File: src/rtl/imm_encoder.sv
// RISC-V immediate encoder: packs a signed immediate into the fields of an
// instruction word, flags range/alignment errors, and buffers results in a 2-deep FIFO.
module imm_encoder (
  input  logic        clk,
  input  logic        rst_n,
  input  logic        in_valid,
  output logic        in_ready,
  input  logic [31:0] in_instr,
  input  logic [31:0] in_imm,
  input  logic [2:0]  in_src,
  output logic        out_valid,
  input  logic        out_ready,
  output logic [31:0] out_instr,
  output logic [1:0]  out_err,
  output logic [15:0] err_count
);

  typedef enum logic [2:0] {
    SRC_I     = 3'b000,
    SRC_S     = 3'b001,
    SRC_B     = 3'b010,
    SRC_U     = 3'b011,
    SRC_J     = 3'b100,
    SRC_SHAMT = 3'b101
  } src_e;

  function automatic logic out_of_range(input logic signed [31:0] v,
                                        input logic signed [31:0] lo,
                                        input logic signed [31:0] hi);
    return (v < lo) || (v > hi);
  endfunction

  function automatic logic [15:0] sat_inc(input logic [15:0] v);
    return (v == 16'hFFFF) ? v : v + 16'd1;
  endfunction

  logic signed [31:0] imm_s;
  logic        [31:0] enc_instr_p0;
  logic        [1:0]  enc_err_p0;

  // Stage p0: combinational field packing and error detection
  always_comb begin
    imm_s        = $signed(in_imm);
    enc_instr_p0 = in_instr;
    enc_err_p0   = 2'b00;
    case (in_src)
      SRC_I: begin
        enc_instr_p0[31:20] = in_imm[11:0];
        enc_err_p0[0]       = out_of_range(imm_s, -32'sd2048, 32'sd2047);
      end
      SRC_S: begin
        enc_instr_p0[31:25] = in_imm[11:5];
        enc_instr_p0[11:7]  = in_imm[4:0];
        enc_err_p0[0]       = out_of_range(imm_s, -32'sd2048, 32'sd2047);
      end
      SRC_B: begin
        enc_instr_p0[31]    = in_imm[12];
        enc_instr_p0[7]     = in_imm[11];
        enc_instr_p0[30:25] = in_imm[10:5];
        enc_instr_p0[11:8]  = in_imm[4:1];
        enc_err_p0[0]       = out_of_range(imm_s, -32'sd4096, 32'sd4094);
        enc_err_p0[1]       = in_imm[0];
      end
      SRC_U: begin
        enc_instr_p0[31:12] = in_imm[31:12];
        enc_err_p0[0]       = (in_imm[11:0] != 12'd0);
      end
      SRC_J: begin
        enc_instr_p0[31]    = in_imm[20];
        enc_instr_p0[19:12] = in_imm[19:12];
        enc_instr_p0[20]    = in_imm[11];
        enc_instr_p0[30:21] = in_imm[10:1];
        enc_err_p0[0]       = out_of_range(imm_s, -32'sd1048576, 32'sd1048574);
        enc_err_p0[1]       = in_imm[0];
      end
      SRC_SHAMT: begin
        enc_instr_p0[24:20] = in_imm[4:0];
        enc_err_p0[0]       = (in_imm > 32'd31);
      end
      default: enc_err_p0 = 2'b11;
    endcase
  end

  // Stage p1: two-entry result FIFO; storage itself is not reset
  logic [31:0] fifo_instr_p1 [2];
  logic [1:0]  fifo_err_p1   [2];
  logic        wr_ptr;
  logic        rd_ptr;
  logic [1:0]  occ;
  logic        push;
  logic        pop;

  // A full buffer still accepts when the head leaves in the same cycle
  assign in_ready  = rst_n & ((occ != 2'd2) | out_ready);
  assign push      = in_valid & in_ready;
  assign out_valid = (occ != 2'd0);
  assign pop       = out_valid & out_ready;
  assign out_instr = out_valid ? fifo_instr_p1[rd_ptr] : 32'd0;
  assign out_err   = out_valid ? fifo_err_p1[rd_ptr] : 2'b00;

  always_ff @(posedge clk) begin
    if (push) begin
      fifo_instr_p1[wr_ptr] <= enc_instr_p0;
      fifo_err_p1[wr_ptr]   <= enc_err_p0;
    end
  end

  always_ff @(posedge clk or negedge rst_n) begin
    if (!rst_n) begin
      wr_ptr    <= 1'b0;
      rd_ptr    <= 1'b0;
      occ       <= 2'd0;
      err_count <= 16'd0;
    end else begin
      if (push) wr_ptr <= ~wr_ptr;
      if (pop)  rd_ptr <= ~rd_ptr;
      if (push && !pop)      occ <= occ + 2'd1;
      else if (!push && pop) occ <= occ - 2'd1;
      if (pop && (out_err != 2'b00)) err_count <= sat_inc(err_count);
    end
  end

endmodule

File: config.mk
export PLATFORM = sky130hd
export DESIGN_NAME = imm_encoder
export DESIGN_NICKNAME = d
export VERILOG_FILES = /design/src/rtl/imm_encoder.sv
export SDC_FILE = /design/constraint.sdc
export NUM_CORES = 1
export LEC_CHECK = 0
export CORE_ASPECT_RATIO = 1.1
export CORE_UTILIZATION = 52
export CTS_CLUSTER_DIAMETER = 100
export CTS_CLUSTER_SIZE = 14
export DETAILED_ROUTE_END_ITERATION = 7
export PLACE_DENSITY = 0.88
export SYNTH_ARGS = -nofsm -noshare
export SYNTH_HDL_FRONTEND = slang
export SYNTH_SLANG_ARGS = --single-unit
File: constraint.sdc
create_clock -name clk -period 5.6 [get_ports clk]
set_input_delay 1.68 -clock clk [delete_from_list [all_inputs] [get_ports clk]]
set_output_delay 1.68 -clock clk [all_outputs]
set_load 0.02 [all_outputs]
Word level (Yosys, flattened, before mapping)
Memory sizes are Yosys's and may differ from the RTL's.
Index checks and enable logic that the tools add are counted.
- logic and storage cells: 61
- bits in read-only memories: 0
- bits in latches: 0
- output and inout port bits: 52
- input port bits: 71
- flip-flop bits (word level): 20
- RAM bits: 68
- memories: 2
- memory list (memory ; depth ; bits a word ; read ports ; clocked after Yosys merged registers in ; write ports ; RTL line ; text):
    fifo_instr_p1 ; 2 ; 32 ; 1 ; 0 ; 1 ; 85 ; logic [31:0] fifo_instr_p1 [2];
    fifo_err_p1 ; 2 ; 2 ; 1 ; 0 ; 1 ; 86 ; logic [1:0] fifo_err_p1 [2];
- eq/ne operators: 7
- reductions and logical operators: 19
- shift-type cells: 0
- multipliers: 0
- add/sub/neg operators: 3
- multiplexer cells: 12
- bitwise operators: 7
- order comparisons: 7
- divide/modulo/power cells: 0
- operators with widths (operator ; count):
    32-bit by 12-bit greater-than comparator with 1-bit output, second input constant ; 1
    32-bit by 13-bit greater-than comparator with 1-bit output, second input constant ; 1
    32-bit by 21-bit greater-than comparator with 1-bit output, second input constant ; 1
    32-bit by 5-bit greater-than comparator with 1-bit output, second input constant ; 1
    32-bit by 12-bit < comparator with 1-bit output, second input constant ; 1
    32-bit by 13-bit < comparator with 1-bit output, second input constant ; 1
    32-bit by 21-bit < comparator with 1-bit output, second input constant ; 1
    32-bit 2-to-1 mux ; 1
    7-bit case mux with 4 select lines ; 1
    16-bit by 1-bit adder with 16-bit output, second input constant ; 1
    16-bit == test, second input constant ; 1
    5-bit case mux with 3 select lines ; 1
    12-bit nonzero test ; 1
    5-bit case mux with 2 select lines ; 1
    8-bit 2-to-1 mux ; 1
    2-bit OR reduction ; 4
    3-bit by 2-bit == test with 1-bit output, second input constant ; 2
    3-bit == test, second input constant ; 2
    2-bit 2-to-1 mux ; 3
    2-bit nonzero test ; 3
    1-bit case mux with 5 select lines ; 1
    4-bit OR reduction ; 1
    1-bit AND ; 3
    3-bit by 1-bit == test with 1-bit output, second input constant ; 1
    12 further kinds ; 20

Depth between registers and ports, before layout
Gate-level depths: netlist of run 1.
- depth after elaboration: 8
- gate-level depth with buffers: 8
- gate-level depth less buffers: 8

Worst setup path after synthesis of run 1
No wires, ideal clock.
- path kind: input-to-reg
- start: input port rst_n
- end: memory fifo_err_p1[0][0], enable pin
- stages on the path: 3
- path buffers: 0
- arrival: 3545 ps
- setup slack: 1630 ps
- data required time: 5175 ps
- setup time: 425 ps
- path through: o31a_1 nand2_1 nor2_1
- word-level cells in the longest chain between the ends: 4
- RTL lines (item ; RTL line ; text):
    start: declaration ; 5 ; input logic rst_n,
    1-bit AND ; 94 ; assign in_ready = rst_n & ((occ != 2'd2) | out_ready);
    1-bit AND ; 95 ; assign push = in_valid & in_ready;
    1-bit 2-to-1 mux ; 102 ; if (push) begin
    1-bit 2-to-1 mux (not written as such) ; 104 ; fifo_err_p1[wr_ptr] <= enc_err_p0;
    end: declaration ; 86 ;
Every way passes these cells.

Final worst setup path of run 1
- start: input port out_ready
- end: output port in_ready
- word-level cells in the longest chain between the ends: 2
- RTL lines (item ; RTL line ; text):
    start: declaration ; 12 ; input logic out_ready,
    1-bit bitwise OR ; 94 ;
    1-bit AND ; 94 ;
    end: declaration ; 7 ; output logic in_ready,
Every way passes these cells.

==> impl_metrics.py, run 1 <==
metrics = {
    "routing": {
        "routed_wl_um": 10600,
        "dr_total_vias": 3348,
        "viasPerCell": 5.68,
        "drc": 0,
        "drt-initial-drc-count": 168,
        "wire_per_inst_um": 18.1,
        "firstDrtPassIters": 5,
        "ant_nets": 0,
    },
    "sta": {
        "fin_worst_skew_ns": 0.0146,
        "min_period_ns": 4.65,
        "slew_violations": 0,
        "whs_ns": 0.507,
        "fmax_mhz": 215,
        "tns_ns": 0,
        "rsz0062_at_grt": "false",
        "finalHoldViolations": 0,
        "tightest_slew_ns": 1.08,
        "setup_viol": 0,
        "fin_crit_sh": 0.830,
        "relSlewSlack": 0.278,
    },
    "synth": {
        "synth_edf_count": 68,
        "synth.avg_cell_area_sq_um": 12.1,
        "synthDistinctLibCells": 44,
        "ys_seq_elements": 88,
        "post_synth_xor_area_fraction": 0.0385,
        "ys_seq_area_frac": 0.588,
        "synth_compound_area_frac": 0.0590,
        "synth_fp_nets": 429,
        "synth_top_family_by_area": "simple AND/OR/NAND/NOR gates",
        "netlist_area_sq_um": 4330,
        "yosysWarnings": 0,
        "async_flop_share": 0.227,
        "synth.area.mux_share": 0.131,
        "synthAdderAreaFrac": 0.00810,
        "synth-simple-area-share": 0.154,
        "syn_inst": 356,
        "ys.flop_type": "edfxtp_1",
    },
    "cts": {
        "cts.sinks": 88,
        "htreeDepth": 3,
        "clock_path_buffers": 2,
        "post_cts_buffers": 0,
        "clk_latency_ns": 0.35,
        "holdBufCountCts": 0,
        "clk_pin_slew_ns": 0.08,
        "cts_tree": "yes",
        "cts_root_buf": "clkbuf_8",
        "cts_resized": 0,
        "cts-buffers-inserted": 9,
    },
    "global_routing": {
        "antenna_found_initial": 0,
        "grt.overflow.total": 0,
        "grt_pass1_vias": 3487,
        "track_usage": 0.261,
        "grt_start_max_net_pins": 38,
        "grt_pass1_wl_um": 16900,
    },
    "critical_path": {
        "cpMostUsedCell": "clkdlybuf4s50_1",
        "cp_max_fo": 3,
        "cp-start-kind": "primary input",
        "end_kind": "output port",
        "worstPathArrival_ns": 2.97,
        "worstSetupPathType": "in2out",
        "critical_path.cell_chain": "clkdlybuf4s50_1 -> o31a_1 -> clkdlybuf4s50_1",
        "crit_required_ns": 3.92,
        "cp_slowest_stage_delay_ns": 0.62,
        "slowest_stage": "clkdlybuf4s50_1",
    },
    "layout": {
        "final_layout_size_suffix_gt1_frac": 0.0707,
        "antenna_cells": 0,
        "nets": 549,
        "syn_to_final_growth_pct": 35.5,
    },
    "pwr": {
        "p_leak_nw": 2.21,
        "peakVddDrop_uv": 216,
        "power_density_nw_per_um2": 414,
    },
    "placed_design": {
        "hpwl_um": 7650,
        "port_buffers": 122,
        "gp_congestion": 0.928,
    },
    "floorplanning": {
        "core_area_sq_um": 8000,
        "initial_core_util": 0.541,
        "chipWidth_um": 89.0,
        "row_count": 34,
        "fp.dieH_um": 97.7,
        "io_pins": 123,
        "die-area_sq_um": 8690,
    },
    "job": {
        "drv_cap": 0,
    },
    "min_path": {
        "hold_path_class": "reg2reg",
    },
    "outcome": {
        "status": "complete, no violations",
    },
}
-- stage by stage --
| step | power (W) | setup WS (ns) | cell area, sq um | cells | utilization |
|---|---|---|---|---|---|
| 2_1_floorplan | 0.00148 | 1.63 | 4330 | 356 | - |
| 3_3_place_gp | 0.00194 | 0.995 | 5640 | 573 | 0.705 |
| 3_5_place_dp | 0.00197 | 0.954 | 5640 | 573 | 0.705 |
| 4_1_cts | 0.00244 | 0.951 | 5860 | 589 | 0.733 |
| 5_1_grt | 0.00254 | 0.908 | 5860 | 589 | 0.733 |
| 6_report | 0.00242 | 0.954 | 5860 | 589 | 0.733 |
-- critical path: cells and delay by family --
| kind | cells | cell delay [ns] |
|---|---|---|
| AO/OA/AOI/OAI | 1 | 0.16 |
| buffers and inverters | 2 | 1.12 |
-- routing by layer --
layer | vias up | track usage | share of wire
met2 | 172 | 0.447 | 0.52
met3 | 22 | 0.0476 | 0.071
met5 | - | 0 | 0
li1 | 1555 | - | -
met1 | 1599 | 0.318 | 0.38
met4 | 0 | 0.112 | 0.024
-- cell usage in the layout, fill, tap and decap left out, drive strengths merged, types with 3 or more instances in the layout --
cell type / netlist / routed
nor2b: 8 / 8
a21oi: 10 / 10
o22ai: 6 / 6
inv: 3 / 4
clkbuf: 8 / 13
xnor2: 8 / 8
nor2: 62 / 62
clkdlybuf4s50: 0 / 122
nand3: 7 / 7
nand2: 15 / 15
a211oi: 5 / 5
nor4: 8 / 8
and4: 4 / 4
edfxtp: 68 / 68
and3: 5 / 5
dfrtp: 20 / 20
o21ai: 4 / 4
nand4: 11 / 11
mux2: 14 / 14
mux2i: 41 / 41
xor2: 11 / 11
nor3: 8 / 8
and2: 3 / 3
buf: 9 / 4
-- cells by family after synthesis --
| family | count (synthesis) |
|---|---|
| buf+inv | 20 |
| xor+xnor | 19 |
| fa+ha+maj | 3 |
| flops | 88 |
| compound gates | 35 |
| mux | 55 |
| simple gates | 136 |
-- layout make-up --
cell class | instances | area, sq um
tap | 108 | 135
multi-input combinational | 248 | 1700
fill | 574 | 2140
sequential | 88 | 2540
inverter | 3 | 11.3
clock buffer | 13 | 170
timing repair buffer | 126 | 1250
clock inverter | 3 | 47.5
-- path summary, 6_finish.rpt --
kind | start | to | slack [ns] | cells after the start
hold / removal | err_count[10] | err_count[10] | 0.51 | 1
max in group asynchronous | rst_n | rd_ptr | 3.68 | 2
setup reg to reg | rd_ptr | err_count[4] | 3.05 | 5
setup / recovery | out_ready | in_ready | 0.95 | 3
min in group asynchronous | rst_n | wr_ptr | 1.69 | 2
hold reg to reg | err_count[10] | err_count[10] | 0.51 | 1
-- flip-flops by register name, summed over array words and instances, names as in the netlist --
signal         flops
wr_ptr             1
err_count         16
occ                2
fifo_err_p1        4
fifo_instr_p1     64
rd_ptr             1
-- power breakdown --
group / switching (W) / internal [W] / total, W
Combinational: 0.000524 / 0.000490 / 0.00101
Clock: 0.000219 / 0.000249 / 0.000467
Sequential: 0.000128 / 0.000816 / 0.000943
-- synth_stat cells, types with 3 or more instances --
master    count  share of area
and2_1        3         0.0043
mux2_1        9          0.023
xor2_1       11          0.022
edfxtp_1     68           0.47
mux2_2        5          0.013
buf_2         6         0.0069
and4_1        4         0.0081
xnor2_1       8          0.016
dfrtp_1      20           0.12
a211oi_1      4         0.0069
clkbuf_1      8         0.0069
nor3_1        8         0.0093
and3_1        5         0.0072
nor4_1        7          0.010
a21oi_1      10          0.012
nand2_1      15          0.013
o22ai_1       6         0.0087
inv_1         3         0.0026
nor2_1       62          0.054
mux2i_1      41          0.095
nand4_1      11          0.016
nor2b_1       8          0.012
nand3_1       6         0.0069
(Power assumes the default switching activity.)
==> inputs of run 2 (changes only) <==
CORE_UTILIZATION = 48   (was 52)
PLACE_DENSITY = 0.82   (was 0.88)
clock period = 4.4 ns   (was 5.6 ns; I/O delays follow)
==> run 2 against run 1 <==
Effect of this change:
- sequential power grew 26%
- flip-flop and latch count is the same
- cell count grew 0.85%
- count of clock-buffer cells in the layout shrank 2
- sequential share of layout area shrank 0.056 points
- critical endpoint unchanged
- largest power group unchanged
==> impl_metrics.py, run 2 (synthesized netlist as in run 1, its figures left out) <==
metrics = {
    "layout": {
        "reg_top3": "fifo_instr_p1: 64 flops, err_count: 16 flops, fifo_err_p1: 4 flops",
        "nets": 551,
        "largest_reg_flops": 64,
        "final_util": 0.687,
        "fill_cells": 632,
        "largest_register": "fifo_instr_p1",
        "antenna_cells": 0,
        "layout_commonest_cell": "clkdlybuf4s50_1",
        "final_layout_size_suffix_gt1_frac": 0.0766,
        "instances_no_fill": 594,
        "final_cell_mix": "122 x clkdlybuf4s50_1, 68 x edfxtp_1, 60 x nor2_1",
        "syn_to_final_growth_pct": 35.6,
    },
    "critical_path": {
        "crit_start": "rst_n",
        "crit_buf_inv": 2,
        "cp_slowest_stage_delay_ns": 0.62,
        "r2r_slack_ns": 1.96,
        "end_kind": "output port",
        "worstPathArrival_ns": 2.60,
        "crit_required_ns": 3.08,
        "cp-start-kind": "primary input",
        "cp-endpoint": "in_ready",
        "cpMostUsedCell": "clkdlybuf4s50_1",
        "critical_path.cell_chain": "clkdlybuf4s50_1 -> o31a_1 -> clkdlybuf4s50_1",
        "cpLargestDelayFamily": "buffers and inverters",
        "cp.depth": 3,
        "worstSetupPathType": "in2out",
        "r2r_end": "err_count[4]",
        "slowest_stage": "clkdlybuf4s50_1",
        "worstRegToRegCells": 5,
        "r2r-start": "rd_ptr",
        "cp_max_fo": 3,
    },
    "sta": {
        "rsz0062_at_grt": "false",
        "relSlewSlack": 0.347,
        "tightest_slew_ns": 0.980,
        "tns_ns": 0,
        "fin_worst_skew_ns": 0.00662,
        "fmax_mhz": 255,
        "whs_ns": 0.501,
        "setup_viol": 0,
        "finalHoldViolations": 0,
        "fin_crit_sh": 0.891,
        "min_period_ns": 3.92,
        "slew_violations": 0,
    },
    "placed_design": {
        "port_buffers": 122,
        "dp.cells": 578,
        "hpwl_um": 7500,
        "gp_congestion": 0.933,
    },
    "cts": {
        "cts.sinks": 88,
        "htreeDepth": 3,
        "clk_latency_ns": 0.35,
        "clk_pin_slew_ns": 0.08,
        "cts_root_buf": "clkbuf_8",
        "cts-buffers-inserted": 9,
        "holdBufCountCts": 0,
        "cts_resized": 0,
        "cts_tree": "yes",
        "post_cts_buffers": 0,
        "clock_path_buffers": 2,
    },
    "pwr": {
        "peakVddDrop_uv": 252,
        "power_density_nw_per_um2": 520,
        "p_leak_nw": 2.21,
    },
    "job": {
        "drv_cap": 0,
    },
    "floorplanning": {
        "die-area_sq_um": 9400,
        "row_count": 35,
        "io_pins": 123,
        "initial_core_util": 0.507,
        "core_area_sq_um": 8540,
        "fp.dieH_um": 102,
        "chipWidth_um": 92.5,
    },
    "global_routing": {
        "grt_pass1_vias": 3346,
        "track_usage": 0.231,
        "grt_start_max_net_pins": 36,
        "grt_pass1_wl_um": 16600,
        "grt.overflow.total": 0,
        "antenna_found_initial": 0,
    },
    "min_path": {
        "worstHoldStart": "err_count[5]",
        "hold_path_class": "reg2reg",
    },
    "routing": {
        "viasPerCell": 5.57,
        "firstDrtPassIters": 6,
        "dr_total_vias": 3306,
        "wire_per_inst_um": 17.3,
        "drt-initial-drc-count": 111,
        "routed_wl_um": 10300,
        "ant_nets": 0,
        "drc": 0,
    },
    "outcome": {
        "status": "complete, no violations",
    },
}
[run 2: metal layers]
metal / global-route usage / wire (um) / vias to the layer above
met1: 0.297 / 4240 / 1597
met3: 0.0511 / 694 / 8
met4: 0.0733 / 99 / 0
met5: 0 / 0 / -
met2: 0.393 / 5240 / 139
li1: - / - / 1562
[run 2: how the worst min path moves through the flow]
stage                          to  slack [ns]  depth (start not counted)
floorplan                  wr_ptr        0.46                          1
global placement    err_count[10]        0.48                          1
detailed placement   err_count[5]        0.49                          1
CTS                  err_count[5]        0.51                          1
global route        err_count[15]        0.54                          1
finish               err_count[5]        0.50                          1
[run 2: cell type report]
type | count | area (sq um) | area share
clock buffers | 11 | 151 | 0.0258
clock inverters | 5 | 55.1 | 0.00938
inverters | 3 | 11.3 | 0.00192
multi-input cells | 248 | 1700 | 0.290
flip-flops and latches | 88 | 2540 | 0.434
well taps | 111 | 139 | 0.0237
repair buffers | 128 | 1270 | 0.216
[run 2: metrics by stage]
step | cell area, sq um | worst slack [ns] | power [W]
after global placement | 5660 | 0.512 | 0.00248
after CTS | 5870 | 0.463 | 0.00308
final | 5870 | 0.479 | 0.00305
after detailed placement | 5660 | 0.471 | 0.00250
after floorplan | 4330 | 0.790 | 0.00189
after global routing | 5870 | 0.409 | 0.00320
[run 2: where the power goes]
part | internal, W | switching [W] | total [W]
Combinational | 0.000622 | 0.000666 | 0.00129
Sequential | 0.00104 | 0.000155 | 0.00119
Clock | 0.000292 | 0.000278 | 0.000570
==> inputs of run 3 (changes only) <==
clock period = 3.8 ns   (was 4.4 ns; I/O delays follow)
==> run 3 against run 2 <==
Effect of this change:
- flip-flop and latch count unchanged
- cell count is 0.17% higher
- utilization increased by 0.41 points
- non-clock buffer count is 1 higher
- first-iteration DRC count grew 16%
- sequential power is 13% higher
- hold slack worse by 0.0051 ns
- largest power group unchanged
==> impl_metrics.py, run 3 (synthesized netlist as in run 1, its figures left out) <==
metrics = {
    "outcome": {
        "status": "complete, no violations",
    },
    "cts": {
        "cts-buffers-inserted": 9,
        "clk_pin_slew_ns": 0.08,
        "cts_resized": 0,
        "clock_path_buffers": 2,
        "cts_tree": "yes",
        "cts_root_buf": "clkbuf_8",
        "htreeDepth": 3,
        "cts.sinks": 88,
        "clk_latency_ns": 0.35,
        "post_cts_buffers": 0,
        "holdBufCountCts": 0,
    },
    "placed_design": {
        "dp.cells": 579,
        "port_buffers": 122,
        "gp_congestion": 0.914,
        "hpwl_um": 7520,
    },
    "routing": {
        "dr_total_vias": 3329,
        "ant_nets": 0,
        "drt-initial-drc-count": 129,
        "wire_per_inst_um": 17.3,
        "firstDrtPassIters": 4,
        "viasPerCell": 5.59,
        "routed_wl_um": 10300,
        "drc": 0,
    },
    "global_routing": {
        "grt_start_max_net_pins": 36,
        "grt_pass1_vias": 3336,
        "antenna_found_initial": 0,
        "grt_pass1_wl_um": 16500,
        "grt.overflow.total": 0,
        "track_usage": 0.232,
    },
    "critical_path": {
        "critical_path.cell_chain": "clkdlybuf4s50_1 -> o31a_1 -> clkdlybuf4s50_1",
        "crit_required_ns": 2.66,
        "worstPathArrival_ns": 2.42,
        "crit_buf_inv": 2,
        "cp_slowest_stage_delay_ns": 0.61,
        "cpLargestDelayFamily": "buffers and inverters",
        "slowest_stage": "clkdlybuf4s50_1",
        "cpMostUsedCell": "clkdlybuf4s50_1",
        "worstSetupPathType": "in2out",
        "end_kind": "output port",
        "cp_max_fo": 3,
        "cp-start-kind": "primary input",
    },
    "layout": {
        "largest_reg_flops": 64,
        "final_layout_size_suffix_gt1_frac": 0.0764,
        "syn_to_final_growth_pct": 36.4,
        "final_util": 0.691,
        "final_cell_mix": "122 x clkdlybuf4s50_1, 68 x edfxtp_1, 60 x nor2_1",
        "nets": 552,
        "instances_no_fill": 595,
        "largest_register": "fifo_instr_p1",
        "layout_commonest_cell": "clkdlybuf4s50_1",
        "fill_cells": 656,
        "reg_top3": "fifo_instr_p1: 64 flops, err_count: 16 flops, fifo_err_p1: 4 flops",
        "antenna_cells": 0,
    },
    "sta": {
        "relSlewSlack": 0.435,
        "fin_crit_sh": 0.938,
        "rsz0062_at_grt": "false",
        "setup_viol": 0,
        "fin_worst_skew_ns": 0.00648,
        "tns_ns": 0,
        "tightest_slew_ns": 0.847,
        "min_period_ns": 3.56,
        "fmax_mhz": 281,
        "finalHoldViolations": 0,
        "slew_violations": 0,
    },
    "floorplanning": {
        "io_pins": 123,
        "fp.dieH_um": 102,
        "row_count": 35,
        "core_area_sq_um": 8540,
        "initial_core_util": 0.507,
        "die-area_sq_um": 9400,
        "chipWidth_um": 92.5,
    },
    "pwr": {
        "p_total_w": 0.00360,
        "peakVddDrop_uv": 333,
        "p_leak_nw": 2.23,
        "power_density_nw_per_um2": 610,
    },
    "job": {
        "drv_cap": 0,
    },
    "min_path": {
        "hold_path_class": "reg2reg",
    },
}
## run 3: layout make-up
type                       count  area (sq um)  share of cell area
clock inverter                 5          80.1              0.0136
tap                          111           139              0.0235
inverter                       3          11.3             0.00191
multi-input combinational    248          1700               0.288
sequential                    88          2540               0.431
timing repair buffer         129          1290               0.218
clock buffer                  11           141              0.0240
## run 3: final timing paths
check,startpoint,slack (ns),endpoint,depth (start not counted)
max,out_ready,0.24,in_ready,3
min,err_count[10],0.50,err_count[10],1
max reg2reg,rd_ptr,1.60,err_count[4],5
min reg2reg,err_count[10],0.50,err_count[10],1
max in group asynchronous,rst_n,2.42,rd_ptr,2
min in group asynchronous,rst_n,1.16,wr_ptr,2
## run 3: stage by stage
step / instance area, sq um / hold slack (ns) / worst slack, ns
detailed placement: 5680 / 0.487 / 0.232
CTS: 5900 / 0.497 / 0.234
global route: 5900 / 0.503 / 0.164
floorplan: 4330 / 0.461 / 0.370
finish: 5900 / 0.496 / 0.236
global placement: 5680 / 0.478 / 0.273
## run 3: report_power, final
part	internal (W)	total, W	switching (W)
Sequential	0.00120	0.00135	0.000148
Combinational	0.000730	0.00154	0.000809
Clock	0.000388	0.000712	0.000324
## run 3: routing by layer
metal,share of wire,wire length [um],GRT usage,up-vias
met2,0.49,5060,0.385,136
met3,0.058,600,0.0390,12
met4,0.016,161,0.0901,0
li1,-,-,-,1561
met1,0.44,4490,0.307,1620
met5,0,0,0,-
